[config.mk]
export PLATFORM = sky130hd
export DESIGN_NAME = morse_letter_buffer
export DESIGN_NICKNAME = d
export VERILOG_FILES = /design/src/rtl/morse_letter_buffer.sv
export SDC_FILE = /design/constraint.sdc
export NUM_CORES = 1
export LEC_CHECK = 0
export ABC_CLOCK_PERIOD_IN_PS = 2700
export BUFFER_PORTS_ARGS = -buffer_cell sky130_fd_sc_hd__buf_2
export CAP_MARGIN = 20
export CORE_MARGIN = 1
export CORE_UTILIZATION = 51
export CTS_CLUSTER_SIZE = 28
export DETAILED_ROUTE_END_ITERATION = 10
export PLACE_DENSITY = 0.73
export SLEW_MARGIN = 10
export SYNTH_ARGS = -nofsm -noshare
export SYNTH_HDL_FRONTEND = slang
export SYNTH_SLANG_ARGS = --single-unit
[constraint.sdc]
create_clock -name clock -period 2.7 [get_ports clock]
set_clock_uncertainty 0.2 [all_clocks]
set_input_delay 0.54 -clock clock [delete_from_list [all_inputs] [get_ports clock]]
set_output_delay 0.54 -clock clock [all_outputs]
set_load 0.01 [all_outputs]
[src/rtl/morse_letter_buffer.sv]
// Morse entry block: straight key and dot/dash buttons are assembled into a per-letter
// pattern, committed on confirm or after an idle gap, and kept in a DEPTH-letter history.
module morse_letter_buffer #(
    parameter int CODE_W      = 16,
    parameter int MAX_SYMBOLS = 4,
    parameter int DEPTH       = 5,
    parameter int CNT_W       = 24,
    parameter int MIN_TICKS   = 2,
    parameter int DASH_TICKS  = 250000,
    parameter int GAP_TICKS   = 500000
) (
    input  logic                               clock,
    input  logic                               reset,
    input  logic                               key,
    input  logic                               dot_btn,
    input  logic                               dash_btn,
    input  logic                               confirm,
    input  logic                               backspace,
    output logic [DEPTH*CODE_W-1:0]            letters,
    output logic [$clog2(DEPTH+1)-1:0]         letter_cnt,
    output logic [CODE_W-1:0]                  cur_code,
    output logic [$clog2(MAX_SYMBOLS+1)-1:0]   cur_len,
    output logic                               sym_ovf,
    output logic                               key_led
);

    localparam int LEN_W = $clog2(MAX_SYMBOLS + 1);
    localparam int LC_W  = $clog2(DEPTH + 1);

    localparam logic [CNT_W-1:0] MIN_T    = CNT_W'(MIN_TICKS);
    localparam logic [CNT_W-1:0] DASH_T   = CNT_W'(DASH_TICKS);
    localparam logic [CNT_W-1:0] GAP_LAST = CNT_W'(GAP_TICKS - 1);
    localparam logic [LEN_W-1:0] LEN_MAX  = LEN_W'(MAX_SYMBOLS);
    localparam logic [LC_W-1:0]  CNT_MAX  = LC_W'(DEPTH);

    typedef enum logic [1:0] {
        IDLE,
        PRESS,
        GAP
    } state_t;

    state_t           state, state_next;
    logic [CNT_W-1:0] timer, timer_next;

    // Bit order: {backspace, confirm, dash_btn, dot_btn, key}
    logic [4:0] sync1, sync2, prev;
    logic [4:0] fall;
    logic       key_rise;

    logic key_sym, key_is_dash, gap_timeout;
    logic btn_sym, btn_dash, btn_act;
    logic ev_confirm, ev_bs, ev_timeout, ev_sym, sym_dash, commit;
    logic [DEPTH*CODE_W-1:0] code_ext;

    always_ff @(posedge clock) begin
        if (!reset) begin
            sync1 <= '0;
            sync2 <= '0;
            prev  <= '0;
        end else begin
            sync1 <= {backspace, confirm, dash_btn, dot_btn, key};
            sync2 <= sync1;
            prev  <= sync2;
        end
    end

    assign fall     = prev & ~sync2;
    assign key_rise = sync2[0] & ~prev[0];
    assign key_led  = prev[0];

    // Event arbitration: confirm > backspace > gap timeout > symbol, one symbol per cycle.
    always_comb begin
        key_sym     = (state == PRESS) && fall[0] && (timer >= MIN_T);
        key_is_dash = (timer >= DASH_T);
        gap_timeout = (state == GAP) && !key_rise && (timer == GAP_LAST);
        btn_sym     = fall[1] | fall[2];
        btn_dash    = fall[2] & ~fall[1];

        ev_confirm  = fall[3];
        ev_bs       = fall[4] & ~fall[3];
        ev_timeout  = gap_timeout & ~fall[3] & ~fall[4];
        ev_sym      = (key_sym | btn_sym) & ~fall[3] & ~fall[4] & ~gap_timeout;
        sym_dash    = key_sym ? key_is_dash : btn_dash;
        btn_act     = ev_sym & btn_sym & ~key_sym;
        commit      = ev_confirm | ev_timeout;

        code_ext                = '0;
        code_ext[CODE_W-1:0]    = cur_code;
    end

    always_ff @(posedge clock) begin
        if (!reset) begin
            state <= IDLE;
            timer <= '0;
        end else begin
            state <= state_next;
            timer <= timer_next;
        end
    end

    always_comb begin
        state_next = state;
        timer_next = timer;
        case (state)
            IDLE: begin
                if (key_rise) begin
                    state_next = PRESS;
                    timer_next = '0;
                end else if (btn_act) begin
                    state_next = GAP;
                    timer_next = '0;
                end
            end
            PRESS: begin
                if (fall[0]) begin
                    timer_next = '0;
                    if (timer < MIN_T && cur_len == '0)
                        state_next = IDLE;
                    else
                        state_next = GAP;
                end else if (timer != '1) begin
                    timer_next = timer + CNT_W'(1);
                end
            end
            GAP: begin
                if (key_rise) begin
                    state_next = PRESS;
                    timer_next = '0;
                end else if (gap_timeout) begin
                    state_next = IDLE;
                    timer_next = '0;
                end else if (btn_act) begin
                    timer_next = '0;
                end else begin
                    timer_next = timer + CNT_W'(1);
                end
            end
            default: begin
                state_next = IDLE;
                timer_next = '0;
            end
        endcase
    end

    always_ff @(posedge clock) begin
        if (!reset) begin
            letters    <= '0;
            letter_cnt <= '0;
            cur_code   <= '0;
            cur_len    <= '0;
            sym_ovf    <= 1'b0;
        end else if (commit) begin
            if (cur_len != '0) begin
                letters  <= (letters << CODE_W) | code_ext;
                if (letter_cnt != CNT_MAX)
                    letter_cnt <= letter_cnt + LC_W'(1);
                cur_code <= '0;
                cur_len  <= '0;
                sym_ovf  <= 1'b0;
            end
        end else if (ev_bs) begin
            if (cur_len != '0) begin
                cur_code <= '0;
                cur_len  <= '0;
                sym_ovf  <= 1'b0;
            end else if (letter_cnt != '0) begin
                letters    <= letters >> CODE_W;
                letter_cnt <= letter_cnt - LC_W'(1);
            end
        end else if (ev_sym) begin
            // A full letter keeps its pattern; the rejected symbol only raises the sticky flag.
            if (cur_len == LEN_MAX) begin
                sym_ovf <= 1'b1;
            end else begin
                if (sym_dash)
                    cur_code <= {cur_code[CODE_W-5:0], 4'b1110};
                else
                    cur_code <= {cur_code[CODE_W-3:0], 2'b10};
                cur_len <= cur_len + LEN_W'(1);
            end
        end
    end

endmodule

==> results.json, run 1 <==
{
  "fin_crit_sh_pct": 96.7,
  "dp.cells": 942,
  "diodes": 0,
  "dp_hpwl_mm": 11.6,
  "cts_tree": "built",
  "wl_met3_mm": 1.29,
  "timing.setup.tns_ns": 0,
  "coreArea_sq_um": 12100,
  "power.total_mw": 4.93,
  "grt_pass1_vias": 5065,
  "fin_nets": 814,
  "port_buffers": 110,
  "outcome": "complete, no violations",
  "first_iter_violations": 565,
  "yosysUniqueCellTypes": 58,
  "dp_slack_ns": 0.00571,
  "worst_pin_slew_ns": 0.399,
  "power_density_nw_per_um2": 611,
  "wl_met2_mm": 7.68,
  "peakVddDrop_mv": 0.439,
  "finalSetupViolCount": 0,
  "hold_path_class": "in -> reg",
  "first_pass_iters": 5,
  "cts.sinks": 144,
  "yosys_warnings": 0,
  "synth-async-reset-ratio_pct": 0,
  "routabilityCongestion": 0.856,
  "clk_path_buf_depth": 2,
  "root_buffer": "clkbuf_16",
  "synthTopCellsByCount": "144 x dfxtp_1, 116 x nor2_1, 76 x mux2i_1, 62 x a211oi_1, 23 x nand2_1",
  "dieArea_sq_um": 13000,
  "die_h_microns": 114,
  "syn-num-nets": 689,
  "path_max_fanout": 3,
  "cts.reportedPaths.clkPinSlew_ns": 0.06,
  "r2r_cells": 8,
  "htreeDepth": 4,
  "ys_ff_latch": 144,
  "area_delta_synth_final_pct": 26.0,
  "end_kind": "register",
  "crit_type": "reg -> reg",
  "drc_errors": 0,
  "grt_max_degree": 90,
  "synthCells": 673,
  "drv_slew": 0,
  "grt.overflow.total": 0,
  "hold_viol": 0,
  "synth_area_sq_um": 6400,
  "worstPathRequired_ns": 2.83,
  "syn_avg_cell_area_sq_um": 9.51,
  "viasPerCell": 5.77,
  "start_kind": "register",
  "r2r_slack_ns": 0.09,
  "fmax_mhz": 383,
  "synth-edff-count": 0,
  "max_slew_margin_pct": 73.4,
  "synthFlopType": "dfxtp_1",
  "yosysSeqAreaShare_pct": 45.0,
  "synthTopCellsByArea": "dfxtp_1 45%, mux2i_1 12%, a211oi_1 7.3%",
  "reg2reg_from": "timer[23]$_SDFFE_PN0P_",
  "holdPathEnd": "sync1[3]$_SDFF_PN0_",
  "cts_made_buffers": 17,
  "critPathArrivalTime_ns": 2.74,
  "drive_above_1_share_pct": 25.9,
  "gr-usage-all-layers_pct": 26.9,
  "r2r_end": "letter_cnt[2]$_SDFFE_PN0P_",
  "drt_wl_total_mm": 17.5,
  "hold_depth": 2,
  "worst_slack_ns": 0.0894,
  "hold_start": "confirm",
  "wl_per_cell_microns": 17.8,
  "cap_violations": 0,
  "die_w_microns": 114,
  "antenna_found_initial": 0,
  "yosysMostFrequentCell": "dfxtp_1",
  "finalCriticalPeriod_ns": 2.61,
  "p_leak_nw": 2.98,
  "yosysTopAreaCell": "dfxtp_1",
  "drt-met1-wl_mm": 8.25,
  "num_vias": 5648,
  "clkLatencyLatePin_ns": 0.42,
  "synth_top_area_share_pct": 45.0,
  "grt_pass1_wl_mm": 26.9,
  "finalCoreUtilization_pct": 66.6,
  "final_cells": 979,
  "antenna_left": 0,
  "io_pins": 111,
  "start_util_pct": 52.8,
  "routed.top_layer": "met4",
  "rows": 40
}
critical path: stages, from the launching register on:
cell,delay (ns)
dfxtp_2,0.33
or4_4,0.57
nor4b_4,0.26
nand4_2,0.21
nand2_4,0.15
fa_2,0.24
nor2_1,0.05
mux2_2,0.27
a311oi_2,0.24
report_power, final:
part / switching (mW) / leakage (nW) / total [mW] / internal (mW)
sequential: 0.0242 / 1.16 / 2.18 / 2.15
clock: 0.935 / 0.286 / 2.41 / 1.48
combinational: 0.205 / 1.53 / 0.339 / 0.134
total: 1.16 / 2.98 / 4.93 / 3.76
routing by layer:
| layer | up-vias | GRT usage [%] |
|---|---|---|
| met4 | 0 | 8.40 |
| li1 | 2678 | - |
| met5 | - | 0 |
| met3 | 22 | 6.43 |
| met2 | 235 | 39.0 |
| met1 | 2713 | 39.1 |
cells in the final DEF (no fill, tap or decap), types with 18 or more instances in the layout:
cell and instances:
dfxtp_1 142, mux2i_1 76, nand4_1 18, nand2_1 22, clkbuf_16 20, nor2_1 116
buf_2 110, buf_4 29, a211oi_1 61
flip-flops by register name (all words and copies together), names as in the netlist:
signal and flops:
state 2, letters 80, sync2 5, cur_code 16, letter_cnt 3, prev 5
sync1 5, timer 24, cur_len 3, sym_ovf 1
what timing repair did:
action	in CTS	in global routing
hold buffers	0	0
endpoints found under the setup margin	4	94
pin swaps	2	3
cloned	0	3
buffers inserted	0	2
gates resized for setup	0	8
cell type report:
cell class	instances	area, sq um
clock buffers	19	443
clock inverters	13	161
fillers	1009	4050
inverters	13	48.8
multi-input cells	471	3290
flip-flops and latches	144	2890
well taps	168	210
repair buffers	151	1020
worst max path at each step:
stage                                 startpoint                         end  slack (ns)  depth (start not counted)
final                     timer[23]$_SDFFE_PN0P_  letter_cnt[2]$_SDFFE_PN0P_        0.09                          8
after global routing      timer[20]$_SDFFE_PN0P_     letters[1]$_SDFFE_PN0P_       -0.03                          7
after floorplan           timer[23]$_SDFFE_PN0P_  letter_cnt[2]$_SDFFE_PN0P_       -0.07                         10
after CTS                  timer[9]$_SDFFE_PN0P_    letters[25]$_SDFFE_PN0P_        0.01                          9
after detailed placement   timer[9]$_SDFFE_PN0P_    letters[25]$_SDFFE_PN0P_       0.006                          9
after global placement     timer[9]$_SDFFE_PN0P_     letters[8]$_SDFFE_PN0P_        0.11                          9
cells by family (layout without fill, tap and decap cells):
kind of cell	after synthesis	after routing	synth area share [%]
xor+xnor	24	24	3.28
mux	78	78	12.2
buf+inv	58	196	4.38
compound gates	125	125	15.0
simple gates	235	235	18.2
fa+ha+maj	9	9	1.88
flops	144	144	45.0
metrics by stage:
step | instance area [sq um] | hold WS [ns]
after global routing | 8060 | 0.116
after floorplan | 6420 | 0.212
after detailed placement | 7320 | 0.218
after CTS | 7930 | 0.109
after global placement | 7320 | 0.220
final | 8060 | 0.119
No activity file was read; power rests on OpenSTA's default activity.
==> run 2: changes to the inputs <==
--- a/config.mk
+++ b/config.mk
@@ -8,11 +8,12 @@
 export ABC_CLOCK_PERIOD_IN_PS = 2700
 export BUFFER_PORTS_ARGS = -buffer_cell sky130_fd_sc_hd__buf_2
 export CAP_MARGIN = 20
-export CORE_MARGIN = 1
 export CORE_UTILIZATION = 51
 export CTS_CLUSTER_SIZE = 28
 export DETAILED_ROUTE_END_ITERATION = 10
+export GPL_TIMING_DRIVEN = 1
 export PLACE_DENSITY = 0.73
+export SETUP_SLACK_MARGIN = 0.2
 export SLEW_MARGIN = 10
 export SYNTH_ARGS = -nofsm -noshare
 export SYNTH_HDL_FRONTEND = slang
==> run 2 against run 1 <==
  * The flow now finishes with violations (setup timing)
  * Fmax decreased by 4.0%
  * Die area unchanged
  * Via count rose by 6.3%
  * Worst hold slack improved by 0.0028 ns
  * Non-clock buffer count is 24 higher
  * Utilization up 6.5 points
  * Final cell count up 2.6%
  * Flip-flop and latch count did not move
  * Critical endpoint is now letters[42]$_SDFFE_PN0P_
==> results.json, run 2 (synthesis gave the netlist of run 1 again) <==
{
  "rsz0062_at_grt": "yes",
  "cts.sinks": 144,
  "switching_share_pct": 23.2,
  "power_frac_seq_pct": 43.4,
  "dp_hpwl_mm": 11.3,
  "dieArea_sq_um": 13000,
  "grt_max_degree": 90,
  "port_buffers": 110,
  "crit_path_cell_trace": "or4_4, nor4b_4, nand4_4, a21oi_4, a41o_4, clkbuf_16, nor2_1, a211oi_2",
  "most-common-layout-cells": "140 x dfxtp_1, 114 x nor2_1, 110 x buf_2, 66 x mux2i_1, 37 x a211oi_2",
  "diodes": 0,
  "worstPathRequired_ns": 2.82,
  "first_pass_iters": 5,
  "peakVddDrop_mv": 0.445,
  "routabilityCongestion": 0.843,
  "drive_above_1_share_pct": 34.0,
  "top_register": "letters",
  "finalSetupViolCount": 3,
  "start_util_pct": 52.8,
  "start_kind": "register",
  "clkLatencyLatePin_ns": 0.43,
  "p_comb_share_pct": 7.5,
  "hold_path_class": "in -> reg",
  "path_max_fanout": 5,
  "coreArea_sq_um": 12100,
  "antenna_left": 0,
  "crit_type": "reg -> reg",
  "fin_nets": 840,
  "cap_violations": 0,
  "outcome": "complete, but fails checks",
  "cts_tree": "built",
  "drv_slew": 0,
  "finalCoreUtilization_pct": 73.0,
  "largest_register_ffs": 80,
  "max_slew_margin_pct": 23.8,
  "gr-usage-all-layers_pct": 26.7,
  "end_kind": "register",
  "cts.reportedPaths.clkPinSlew_ns": 0.06,
  "hold_viol": 0,
  "num_vias": 6002,
  "p_leak_nw": 3.27,
  "clk_path_buf_depth": 2,
  "root_buffer": "clkbuf_16",
  "worst_pin_slew_ns": 1.14,
  "finalCriticalPeriod_ns": 2.72,
  "power_density_nw_per_um2": 567,
  "io_pins": 111,
  "p_int_mw": 3.85,
  "crit_buf_inv": 1,
  "grt_pass1_wl_mm": 26.8,
  "fin_crit_sh_pct": 101,
  "fillCellCount": 804,
  "critPathArrivalTime_ns": 2.84,
  "drc_errors": 0,
  "die_h_microns": 114,
  "first_iter_violations": 652,
  "viasPerCell": 5.98,
  "worst_slack_ns": -0.0181,
  "grt.overflow.total": 0,
  "cp_slowest_stage_delay_ns": 0.57,
  "cts_made_buffers": 17,
  "antenna_found_initial": 0,
  "htreeDepth": 4,
  "reg_top3": "letters (80), timer (24), cur_code (16)",
  "wl_per_cell_microns": 20.1,
  "multi_input_area_sq_um": 3610,
  "area_delta_synth_final_pct": 38.2,
  "die_w_microns": 114,
  "placed_cell_area_sq_um": 7350,
  "seq_area_sq_um": 2890,
  "grt_pass1_vias": 5005,
  "layout_commonest_cell": "dfxtp_1",
  "cp_slowest_cell": "or4_4",
  "path_delay_family": "simple AND/OR/NAND/NOR gates",
  "power.share.clock_pct": 49.0,
  "drt_wl_total_mm": 20.2,
  "fmax_mhz": 368,
  "switching_power_mw": 1.16,
  "final_area_sq_um": 8850,
  "rows": 40,
  "violations": "setup timing"
}
run 2: cell count changes in the layout (fill, tap and decap cells not counted), sizes merged:
| cell | change |
|---|---|
| buf | +16 |
| clkbuf | +11 |
| a41o | +2 |
| inv | -2 |
| clkinv | -1 |
| clkinvlp | -1 |
run 2: routing by layer:
layer	wire length, microns	global-route usage [%]
met1	9020	39.6
met2	9150	37.7
met3	1430	5.37
met4	582	10.3
met5	0	0
run 2: layout make-up:
cell class,count,share of cell area [%]
Clock buffer,22,5.47
Tap cell,168,2.38
Inverter,13,0.552
Sequential cell,144,32.6
Multi-Input combinational cell,473,40.8
Clock inverter,9,1.49
Timing Repair Buffer,175,16.7
run 2: path summary, 6_finish.rpt:
check | start | end | cells after the start | slack (ns)
worst max-delay path | timer[19]$_SDFFE_PN0P_ | letters[42]$_SDFFE_PN0P_ | 8 | -0.02
worst max register to register | timer[19]$_SDFFE_PN0P_ | letters[42]$_SDFFE_PN0P_ | 8 | -0.02
worst min-delay path | dot_btn | sync1[1]$_SDFF_PN0_ | 2 | 0.12
worst min register to register | sync1[1]$_SDFF_PN0_ | sync2[1]$_SDFF_PN0_ | 1 | 0.23
run 2: power groups by stage:
stage	sequential (mW)	combinational, mW	clock (mW)
global placement	2.22	0.321	0
global route	2.18	0.409	2.56
CTS	2.17	0.340	2.44
detailed placement	2.22	0.328	0
floorplan	2.22	0.220	0
finish	2.18	0.378	2.46
run 2: repair_timing:
action                     4_1_cts  5_1_grt
setup endpoints to repair      107      126
pin swaps                       10        5
gates cloned                     3       16
hold buffers                     0        0
gates resized for setup         18       63
buffers inserted                 7        4
run 2: metrics by stage:
stage / setup WS, ns / std cells / hold WS (ns) / setup TNS [ns] / power [mW]
global placement: 0.0578 / 943 / 0.215 / 0 / 2.54
finish: -0.0181 / 1004 / 0.121 / -0.0265 / 5.01
global route: -0.0907 / 1004 / 0.121 / -3.40 / 5.15
floorplan: -0.0616 / 673 / 0.212 / -0.0617 / 2.44
CTS: 0.121 / 984 / 0.113 / 0 / 4.96
detailed placement: 0.0786 / 943 / 0.223 / 0 / 2.55
